--- src/rtl/seq_serializer.sv ---
// rtl/seq_serializer.sv - parallel-to-serial stage with a one-entry holding buffer
module seq_serializer #(
    parameter int DATA_W     = 8,
    parameter int MSB_FIRST  = 1,
    parameter bit IDLE_LEVEL = 1'b0
) (
    input  logic              i_clk,
    input  logic              i_reset,
    input  logic [DATA_W-1:0] i_data,
    input  logic              i_valid,
    output logic              o_ready,
    input  logic              i_bit_en,
    output logic              o_seq_out,
    output logic              o_bit_valid,
    output logic              o_word_done,
    output logic              o_busy
);

    localparam int CNT_W = (DATA_W > 1) ? $clog2(DATA_W) : 1;
    localparam logic [CNT_W-1:0] CNT_LAST = CNT_W'(DATA_W - 1);

    typedef enum logic {
        IDLE  = 1'b0,
        SHIFT = 1'b1
    } state_t;

    state_t            state;
    state_t            state_next;
    logic [DATA_W-1:0] hold_reg;
    logic              hold_full;
    logic [DATA_W-1:0] shift_reg;
    logic [DATA_W-1:0] shift_next;
    logic [CNT_W-1:0]  cnt;
    logic              word_done;
    logic              shift_tick;
    logic              last_bit;
    logic              advance;
    logic              load;
    logic              accept;
    logic              head;

    // Handshake and framing decisions derived from the current registers.
    always_comb begin
        o_ready    = !hold_full && !i_reset;
        accept     = i_valid && o_ready;
        shift_tick = (state == SHIFT) && i_bit_en;
        last_bit   = shift_tick && (cnt == CNT_LAST);
        advance    = shift_tick && (cnt != CNT_LAST);
        // A held word moves into the shifter whenever the shifter is free or
        // is giving up its last bit on this edge, so words stream gap-free.
        load       = hold_full && ((state == IDLE) || last_bit);
        head       = (MSB_FIRST != 0) ? shift_reg[DATA_W-1] : shift_reg[0];
        if (MSB_FIRST != 0) begin
            shift_next = {shift_reg[DATA_W-2:0], 1'b0};
        end else begin
            shift_next = {1'b0, shift_reg[DATA_W-1:1]};
        end
    end

    // FSM next-state: leave IDLE when a word is waiting, leave SHIFT when the
    // last bit goes out with nothing queued behind it.
    always_comb begin
        state_next = state;
        case (state)
            IDLE:    if (hold_full) state_next = SHIFT;
            SHIFT:   if (last_bit && !hold_full) state_next = IDLE;
            default: state_next = IDLE;
        endcase
    end

    // FSM state register.
    always_ff @(posedge i_clk or posedge i_reset) begin
        if (i_reset) begin
            state <= IDLE;
        end else begin
            state <= state_next;
        end
    end

    // Holding buffer, shift register, bit counter and word-done pulse.
    always_ff @(posedge i_clk or posedge i_reset) begin
        if (i_reset) begin
            hold_reg  <= '0;
            hold_full <= 1'b0;
            shift_reg <= '0;
            cnt       <= '0;
            word_done <= 1'b0;
        end else begin
            word_done <= last_bit;
            // accept needs an empty buffer and load needs a full one, so the
            // two never collide and the held word is never overwritten.
            if (accept) begin
                hold_reg  <= i_data;
                hold_full <= 1'b1;
            end else if (load) begin
                hold_full <= 1'b0;
            end
            if (load) begin
                shift_reg <= hold_reg;
                cnt       <= '0;
            end else if (advance) begin
                shift_reg <= shift_next;
                cnt       <= cnt + CNT_W'(1);
            end
        end
    end

    assign o_bit_valid = (state == SHIFT);
    assign o_seq_out   = (state == SHIFT) ? head : IDLE_LEVEL;
    assign o_word_done = word_done;
    assign o_busy      = (state == SHIFT) || hold_full;

endmodule

--- config.mk ---
export PLATFORM = sky130hd
export DESIGN_NAME = seq_serializer
export DESIGN_NICKNAME = d
export VERILOG_FILES = /design/src/rtl/seq_serializer.sv
export SDC_FILE = /design/constraint.sdc
export NUM_CORES = 1
export LEC_CHECK = 0
export BUFFER_PORTS_ARGS = -buffer_cell sky130_fd_sc_hd__buf_2
export CAP_MARGIN = 25
export CORE_ASPECT_RATIO = 0.6
export CORE_MARGIN = 8
export CORE_UTILIZATION = 25
export CTS_BUF_LIST = sky130_fd_sc_hd__clkbuf_16
export DETAILED_ROUTE_END_ITERATION = 8
export PLACE_DENSITY_LB_ADDON = 0.25
export SYNTH_ARGS = -nofsm -noshare
export SYNTH_HDL_FRONTEND = slang
export SYNTH_SLANG_ARGS = --single-unit
--- constraint.sdc ---
create_clock -name i_clk -period 4.8 [get_ports i_clk]
set_input_delay 0.48 -clock i_clk [delete_from_list [all_inputs] [get_ports i_clk]]
set_output_delay 0.48 -clock i_clk [all_outputs]
set_load 0.1 [all_outputs]
; ---- Word-level counts from Yosys, hierarchy flattened
; Cells that the tools add are included.
[word_totals]
regBits = 22
out_inout_bits = 5
in_bits = 12
wordCells = 33
[op_classes]
add_sub_neg = 1
reduce_logical = 13
eq_ne = 2
bitwise = 1
n_mux = 10
[ops]
columns = op, count
row1 = $mux 8, 2
row2 = $logic_and 1x1->1, 7
row3 = $mux 3, 2
row4 = $mux 1, 5
row5 = $reduce_bool 2->1, 2
row6 = $add 3x1->3 const B, 1
row7 = $eq 3x3->1 const B, 1
row8 = $ne 3x3->1 const B, 1
row9 = $logic_not 1->1, 2
row10 = $logic_or 1x1->1, 2
row11 = $pmux 1 s2, 1
row12 = $not 1->1, 1

; ---- Logic depth before layout (Yosys ltp)
; Gate-level depths: netlist of run 1.
[logic_depth]
depth_word = 6
depth_mapped = 6
mapped_depth_nobuf = 5

; ---- Least setup slack after synthesis of run 1
; OpenSTA, ideal clock, no wires.
[synth_path]
path_type = flip-flop to output port
startpoint = register state (netlist: o_bit_valid)
endpoint = output port o_seq_out
required_ns = 4.320
path_stages_with_launch = 2
setup_slack_ns = 2.489
path_buffers = 0
arrival_ns = 1.831
path_cell_list = dfrtp_1 > and2_1
[synth_between]
elab_chain_len = 1
[synth_rtl]
columns = item, line
row1 = "start, declared", 27  ; state_t state;
row2 = "start signal, assigned", 76  ; state <= state_next;
row3 = $mux 1, 109  ; assign o_seq_out = (state == SHIFT) ? head : IDLE_LEVEL;
row4 = "end, declared", 13  ; output logic o_seq_out,
; Every way passes these cells.

; ---- Worst setup path after layout of run 1
[layout_path]
startpoint = register cnt[0]
endpoint = register shift_reg[6]
[layout_between]
elab_chain_len = 5
word_cells_on_any_way = 8
cone_classes = 2 x eq/ne / 1 x mux / 5 x reduce/logical
[layout_rtl]
columns = item, line
row1 = "start, declared", 33  ; logic [CNT_W-1:0] cnt;
row2 = "start signal, assigned", 103  ; cnt <= cnt + CNT_W'(1);
row3 = $eq 3x3->1, 47  ; last_bit = shift_tick && (cnt == CNT_LAST);
row4 = $logic_and 1x1->1, 47
row5 = $logic_or 1x1->1, 51  ; load = hold_full && ((state == IDLE) || last_bit);
row6 = $logic_and 1x1->1, 51
row7 = $mux 8 / $reduce_bool 2->1 (equally long branches), --
row8 = "end signal, assigned", 99  ; shift_reg <= hold_reg;
row9 = "end signal, assigned", 102  ; shift_reg <= shift_next;
row10 = "end, declared", 31  ; logic [DATA_W-1:0] shift_reg;
; Parallel ways exist; a longest one is shown, timed or not.
; A chain may end at the register's enable or synchronous reset.

==> impl_metrics.csv, run 1 <==
group,metric,value,unit
status,outcome,"complete, no violations",
grt,grt_max_degree,23,
sta,slew_violations,0,
layout,fill_cells,387,
clock_tree,clockBufferDepth,2,
detailed_routing,drt_iter0_markers,37,
pwr,powerDensity,622.3,nW/um^2
detailed_routing,wl_met2,771,um
placed_design,io_buffers,16,
layout,drive_gt1_share,45.56,%
yosys,synthTopCellsByArea,"dfrtp_1, mux2_4, o221a_2, or2_0, ha_1",
worst_setup_path,cp_common_cell,"ha_1",
sta,setup_tns,0,ns
yosys,yosysMostFrequentCell,"dfrtp_1",
yosys,synth_commonest_cells,"dfrtp_1, mux2_4, o221a_2",
worst_setup_path,reg2reg_slack,3.00,ns
layout,seqCellArea,550.5,um^2
detailed_routing,postRouteWirelength,1925,um
yosys,synth_fp_nets,86,
worst_setup_path,path_cells,"ha_1, ha_1, nand3b_1, or2_2, o221a_2",
placed_design,hpwl,1350,um
grt,grt_pass1_wl,3236,um
worst_setup_path,path_buf_inv,0,
yosys,synth_top_area_share,55.42,%
yosys,yosysSeqAreaShare,55.42,%
detailed_routing,post-route-drc-count,0,
clock_tree,cts-root-buf,"clkbuf_16",
detailed_routing,via_per_inst,4.431,
yosys,synth_flop_cell,"dfrtp_1",
worst_setup_path,critPathKind,"reg2reg",
grt,first_global_vias,644,
die,ios,17,
die,die_w,97.38,um
detailed_routing,drt-pass1-iter-count,4,
die,dieArea,6313,um^2
clock_tree,cts_setup_buffers,0,
yosys,ys_ff_latch,22,
worst_setup_path,worstPathMaxFanout,11,
die,placementRows,17,
layout,nNetsFinal,105,
layout,diodes,0,
detailed_routing,ant_nets,0,
yosys,synth_largest_area_cell,"dfrtp_1",
clock_tree,cts_tree,"done",
detailed_routing,wl_met1,1055,um
yosys,synth_edf_count,0,
job,max_cap_violations,0,
yosys,yosysWarnings,0,
clock_tree,hold_buffers,0,
yosys,async_flop_share,100.0,%
sta,maxSlewHeadroom,45.48,%
worst_setup_path,end_kind,"register",
die,core_area,3744,um^2
worst_setup_path,critPathMaxStageDelay,0.40,ns
layout,multiInputGateArea,405.4,um^2
grt,track_usage,6.363,%
detailed_routing,wl_per_cell,14.05,um
worst_setup_path,timing.rr.end,"shift_reg[6]$_DFFE_PP0P_",
grt,antenna_found_initial,0,
worst_setup_path,crit_cells,5,
worst_setup_path,cp_data_required_time,4.94,ns
die,die_h,64.83,um
yosys,synth_cell_types,23,
sta,fmax,0.5570,GHz
yosys,syn_area,993.5,um^2
clock_tree,cts-resized-gates,0,
worst_setup_path,r2r_start,"cnt[0]$_DFFE_PP0P_",
sta,finalHoldViolations,0,
pwr,ir_drop,174.4,uV
sta,grt_setup_unrepaired,"false",
clock_tree,cts_buffers,3,
placed_design,gp_congestion,0.6956,
yosys,syn_inst,72,
pwr,power,0.0007443,W
yosys,syn_avg_cell_area,13.80,um^2
worst_setup_path,critPathLaunchType,"register",
sta,fin_skew,0.002417,ns
die,start_util,26.54,%
hold_path,hold_path_class,"in2async",
detailed_routing,top_layer_used,"met4",
worst_setup_path,cp_slowest_cell,"dfrtp_1",
layout,syn_to_final_growth,20.40,%
clock_tree,cts_htree_levels,1,
grt,grt.overflow.total,0,
worst_setup_path,rr_worst_depth,5,
pwr,leakagePower,0.5426,nW
worst_setup_path,critPathTopFamily,"simple AND/OR/NAND/NOR gates",
sta,fin_crit_sh,37.41,%
detailed_routing,vias,607,
sta,worst_slew_pin_slew,0.8169,ns
clock_tree,clk_latency,0.25,ns
clock_tree,clock-sinks,22,
sta,finalSetupViolCount,0,
detailed_routing,wl_met3,84,um
clock_tree,clk_pin_slew,0.06,ns
worst_setup_path,worstPathArrival,1.94,ns
sta,post-route-min-period,1.795,ns
## worst max-delay path by stage
stage / start / end / slack, ns
global placement: cnt[0]$_DFFE_PP0P_ / shift_reg[6]$_DFFE_PP0P_ / 3.09
detailed placement: cnt[0]$_DFFE_PP0P_ / shift_reg[6]$_DFFE_PP0P_ / 3.03
global route: cnt[0]$_DFFE_PP0P_ / shift_reg[6]$_DFFE_PP0P_ / 2.88
finish: cnt[0]$_DFFE_PP0P_ / shift_reg[6]$_DFFE_PP0P_ / 3.00
floorplan: o_bit_valid$_DFF_PP0_ / o_seq_out / 2.49
CTS: cnt[0]$_DFFE_PP0P_ / shift_reg[6]$_DFFE_PP0P_ / 3.00
## worst reg2reg max path, cell delays in order (launching register included)
cell	delay (ns)
dfrtp_1	0.40
ha_1	0.20
ha_1	0.20
nand3b_1	0.37
or2_2	0.39
o221a_2	0.12
## stage by stage
stage               setup WS (ns)  util (%)  instances  cell area (um^2)  hold slack [ns]
global placement            3.092     29.85        133              1117           0.4681
CTS                         3.003     31.95        137              1196           0.4417
finish                      3.005     31.95        137              1196           0.4026
floorplan                   2.489         -         72             993.5           0.4573
detailed placement          3.027     29.85        133              1117           0.4897
global route                2.877     31.95        137              1196           0.4585
## per-layer routing
metal	global-route usage (%)	vias to the layer above
met1	8.610	299
met2	8.681	11
met5	0	-
met3	2.751	2
met4	2.251	0
li1	-	295
## cell usage in the layout, fill, tap and decap left out
| cell type | n |
|---|---|
| o311a_1 | 1 |
| or2_0 | 6 |
| nand2b_1 | 1 |
| and3_1 | 1 |
| o22ai_1 | 2 |
| clkinv_1 | 1 |
| buf_2 | 16 |
| and2_1 | 1 |
| mux2_4 | 8 |
| nor2b_2 | 1 |
| mux2i_1 | 1 |
| inv_1 | 6 |
| a21bo_2 | 1 |
| nor2_2 | 1 |
| o21bai_1 | 2 |
| ha_1 | 2 |
| a21oi_4 | 1 |
| clkbuf_16 | 3 |
| o221a_2 | 7 |
| or2_2 | 2 |
| dfrtp_1 | 22 |
| nand3b_1 | 1 |
| nand2_1 | 2 |
| and2_4 | 1 |
## kinds of logic (layout without fill, tap and decap cells)
kind of cell | Yosys count | after routing | synth area share, %
DFF | 22 | 22 | 55.42
and+or+nand+nor | 17 | 17 | 10.83
AOI/OAI and AO/OA | 14 | 14 | 14.36
muxes | 9 | 9 | 13.10
buffers and inverters | 8 | 26 | 3.778
adders and majority gates | 2 | 2 | 2.518
## area by class of cell
class / instances / area share [%]
Sequential cell: 22 / 46.02
Multi-Input combinational cell: 42 / 33.89
Timing Repair Buffer: 16 / 6.695
Clock buffer: 3 / 6.276
Tap cell: 47 / 4.916
Inverter: 6 / 1.883
Clock inverter: 1 / 0.3138
## power breakdown
part	leakage (nW)	internal (W)	total [W]	switching, W
logic	0.250	0.000122	0.000254	0.000131
registers	0.254	0.000266	0.000314	0.0000486
clock network	0.0385	0.000111	0.000176	0.0000649
total	0.543	0.000499	0.000744	0.000245
(Power assumes the default switching activity.)
==> inputs of run 2 (changes only) <==
Clock period 4.8 ns to 1.8 ns, I/O delays scaled along.
==> run 2 against run 1 <==
- cell area is 2.3% higher
- setup slack got worse by 2.9 ns
- die area unchanged
- largest power group unchanged
- flip-flop and latch count stayed put
- highest routed layer unchanged
- clock skew is 0.00095 ns higher
- critical path depth unchanged
- critical endpoint unchanged
- global-route usage increased by 0.23 points
- power grew to 2.7 times the previous value
- sequential power grew to 2.7 times the previous value
- final cell count rose by 1.5%
==> impl_metrics.csv, run 2 (synthesized netlist as in run 1, its figures left out) <==
group,metric,value,unit
sta,finalSetupViolCount,0,
hold_path,hold_path_class,"in2reg",
sta,slew_violations,0,
worst_setup_path,crit_cells,5,
detailed_routing,drt_iter0_markers,21,
worst_setup_path,end_kind,"register",
sta,maxSlewHeadroom,67.53,%
worst_setup_path,cp_data_required_time,1.94,ns
pwr,leakagePower,0.5559,nW
detailed_routing,postRouteWirelength,1933,um
pwr,powerDensity,1618,nW/um^2
layout,nNetsFinal,108,
placed_design,io_buffers,16,
die,die_w,97.38,um
placed_design,gp_congestion,0.6741,
clock_tree,clock-sinks,22,
clock_tree,clk_pin_slew,0.06,ns
worst_setup_path,rr_worst_depth,5,
clock_tree,cts_htree_levels,1,
die,ios,17,
worst_setup_path,cp_common_cell,"ha_1",
clock_tree,cts_tree,"done",
clock_tree,cts_buffers,3,
detailed_routing,drt-pass1-iter-count,4,
clock_tree,clockBufferDepth,2,
worst_setup_path,path_cells,"ha_1, ha_1, nand3b_1, or2_2, o221a_2",
detailed_routing,vias,604,
pwr,ir_drop,462.4,uV
worst_setup_path,critPathTopFamily,"simple AND/OR/NAND/NOR gates",
clock_tree,cts-root-buf,"clkbuf_16",
sta,post-route-min-period,1.696,ns
layout,final_cell_mix,"dfrtp_1, buf_2, mux2_4",
grt,grt.overflow.total,0,
worst_setup_path,critPathMaxStageDelay,0.40,ns
layout,syn_to_final_growth,23.17,%
grt,grt_pass1_wl,3291,um
grt,antenna_found_initial,0,
worst_setup_path,critPathKind,"reg2reg",
layout,drive_gt1_share,47.83,%
sta,worst_slew_pin_slew,0.4904,ns
hold_path,hold_path_depth,2,
worst_setup_path,cp_slowest_cell,"dfrtp_1",
layout,final_util,32.69,%
grt,first_global_vias,683,
die,start_util,26.54,%
die,core_area,3744,um^2
sta,fmax,0.5898,GHz
worst_setup_path,critPathLaunchType,"register",
die,die_h,64.83,um
status,outcome,"complete, no violations",
detailed_routing,wl_per_cell,13.91,um
clock_tree,clk_latency,0.25,ns
sta,finalHoldViolations,0,
worst_setup_path,worstPathArrival,1.84,ns
layout,fill_cells,389,
sta,fin_skew,0.003369,ns
sta,setup_tns,0,ns
worst_setup_path,path_buf_inv,0,
detailed_routing,via_per_inst,4.345,
grt,grt_max_degree,23,
detailed_routing,post-route-drc-count,0,
die,dieArea,6313,um^2
detailed_routing,ant_nets,0,
layout,diodes,0,
worst_setup_path,worstPathMaxFanout,9,
placed_design,hpwl,1357,um
die,placementRows,17,
sta,fin_crit_sh,94.20,%
grt,track_usage,6.596,%
job,max_cap_violations,0,
layout,final_common_cell,"dfrtp_1",
sta,grt_setup_unrepaired,"false",
## run 2: timing repair
action / in CTS / in global routing
endpoints found under the hold margin: 22 / 0
endpoints found under the setup margin: 0 / 0
resized for setup: 0 / 0
buffers inserted: 0 / 0
hold buffers: 1 / 0
## run 2: power breakdown
group	total (W)	switching (W)	internal [W]
combinational	0.000682	0.000344	0.000338
clock	0.000462	0.000169	0.000293
sequential	0.000836	0.000127	0.000709
## run 2: worst paths after layout
check	from	endpoint	slack, ns
max	cnt[0]$_DFFE_PP0P_	shift_reg[6]$_DFFE_PP0P_	0.10
min	i_data[5]	hold_reg[5]$_DFFE_PP0P_	0.15
max reg2reg	cnt[0]$_DFFE_PP0P_	shift_reg[6]$_DFFE_PP0P_	0.10
min reg2reg	cnt[0]$_DFFE_PP0P_	cnt[0]$_DFFE_PP0P_	0.50
max in group asynchronous	i_reset	hold_reg[7]$_DFFE_PP0P_	1.03
min in group asynchronous	i_reset	o_bit_valid$_DFF_PP0_	0.54
## run 2: layout make-up
type | count | area, um^2 | share of cell area, %
clock buffers | 3 | 75.07 | 6.135
inverters | 6 | 22.52 | 1.840
multi-input cells | 42 | 411.6 | 33.64
flip-flops and latches | 22 | 550.5 | 44.99
well taps | 47 | 58.81 | 4.806
repair buffers | 19 | 105.1 | 8.589
## run 2: per-stage QoR
stage          worst slack, ns  total power [W]  hold slack, ns  area (um^2)  instances
2_1_floorplan          0.01348         0.001401          0.1692        999.7         72
3_5_place_dp           0.09339         0.001528          0.2663         1139        135
4_1_cts                0.08275         0.002008          0.1512         1224        139
3_3_place_gp            0.1357         0.001521          0.2629         1139        135
6_report                0.1044         0.001980          0.1545         1224        139
5_1_grt               0.005241         0.002101          0.1602         1224        139
## run 2: per-layer routing
metal	up-vias	track usage, %	routed length, um
li1	299	-	-
met1	291	7.711	978
met2	10	9.850	795
met3	4	3.915	134
met4	0	2.251	24
met5	-	0	0
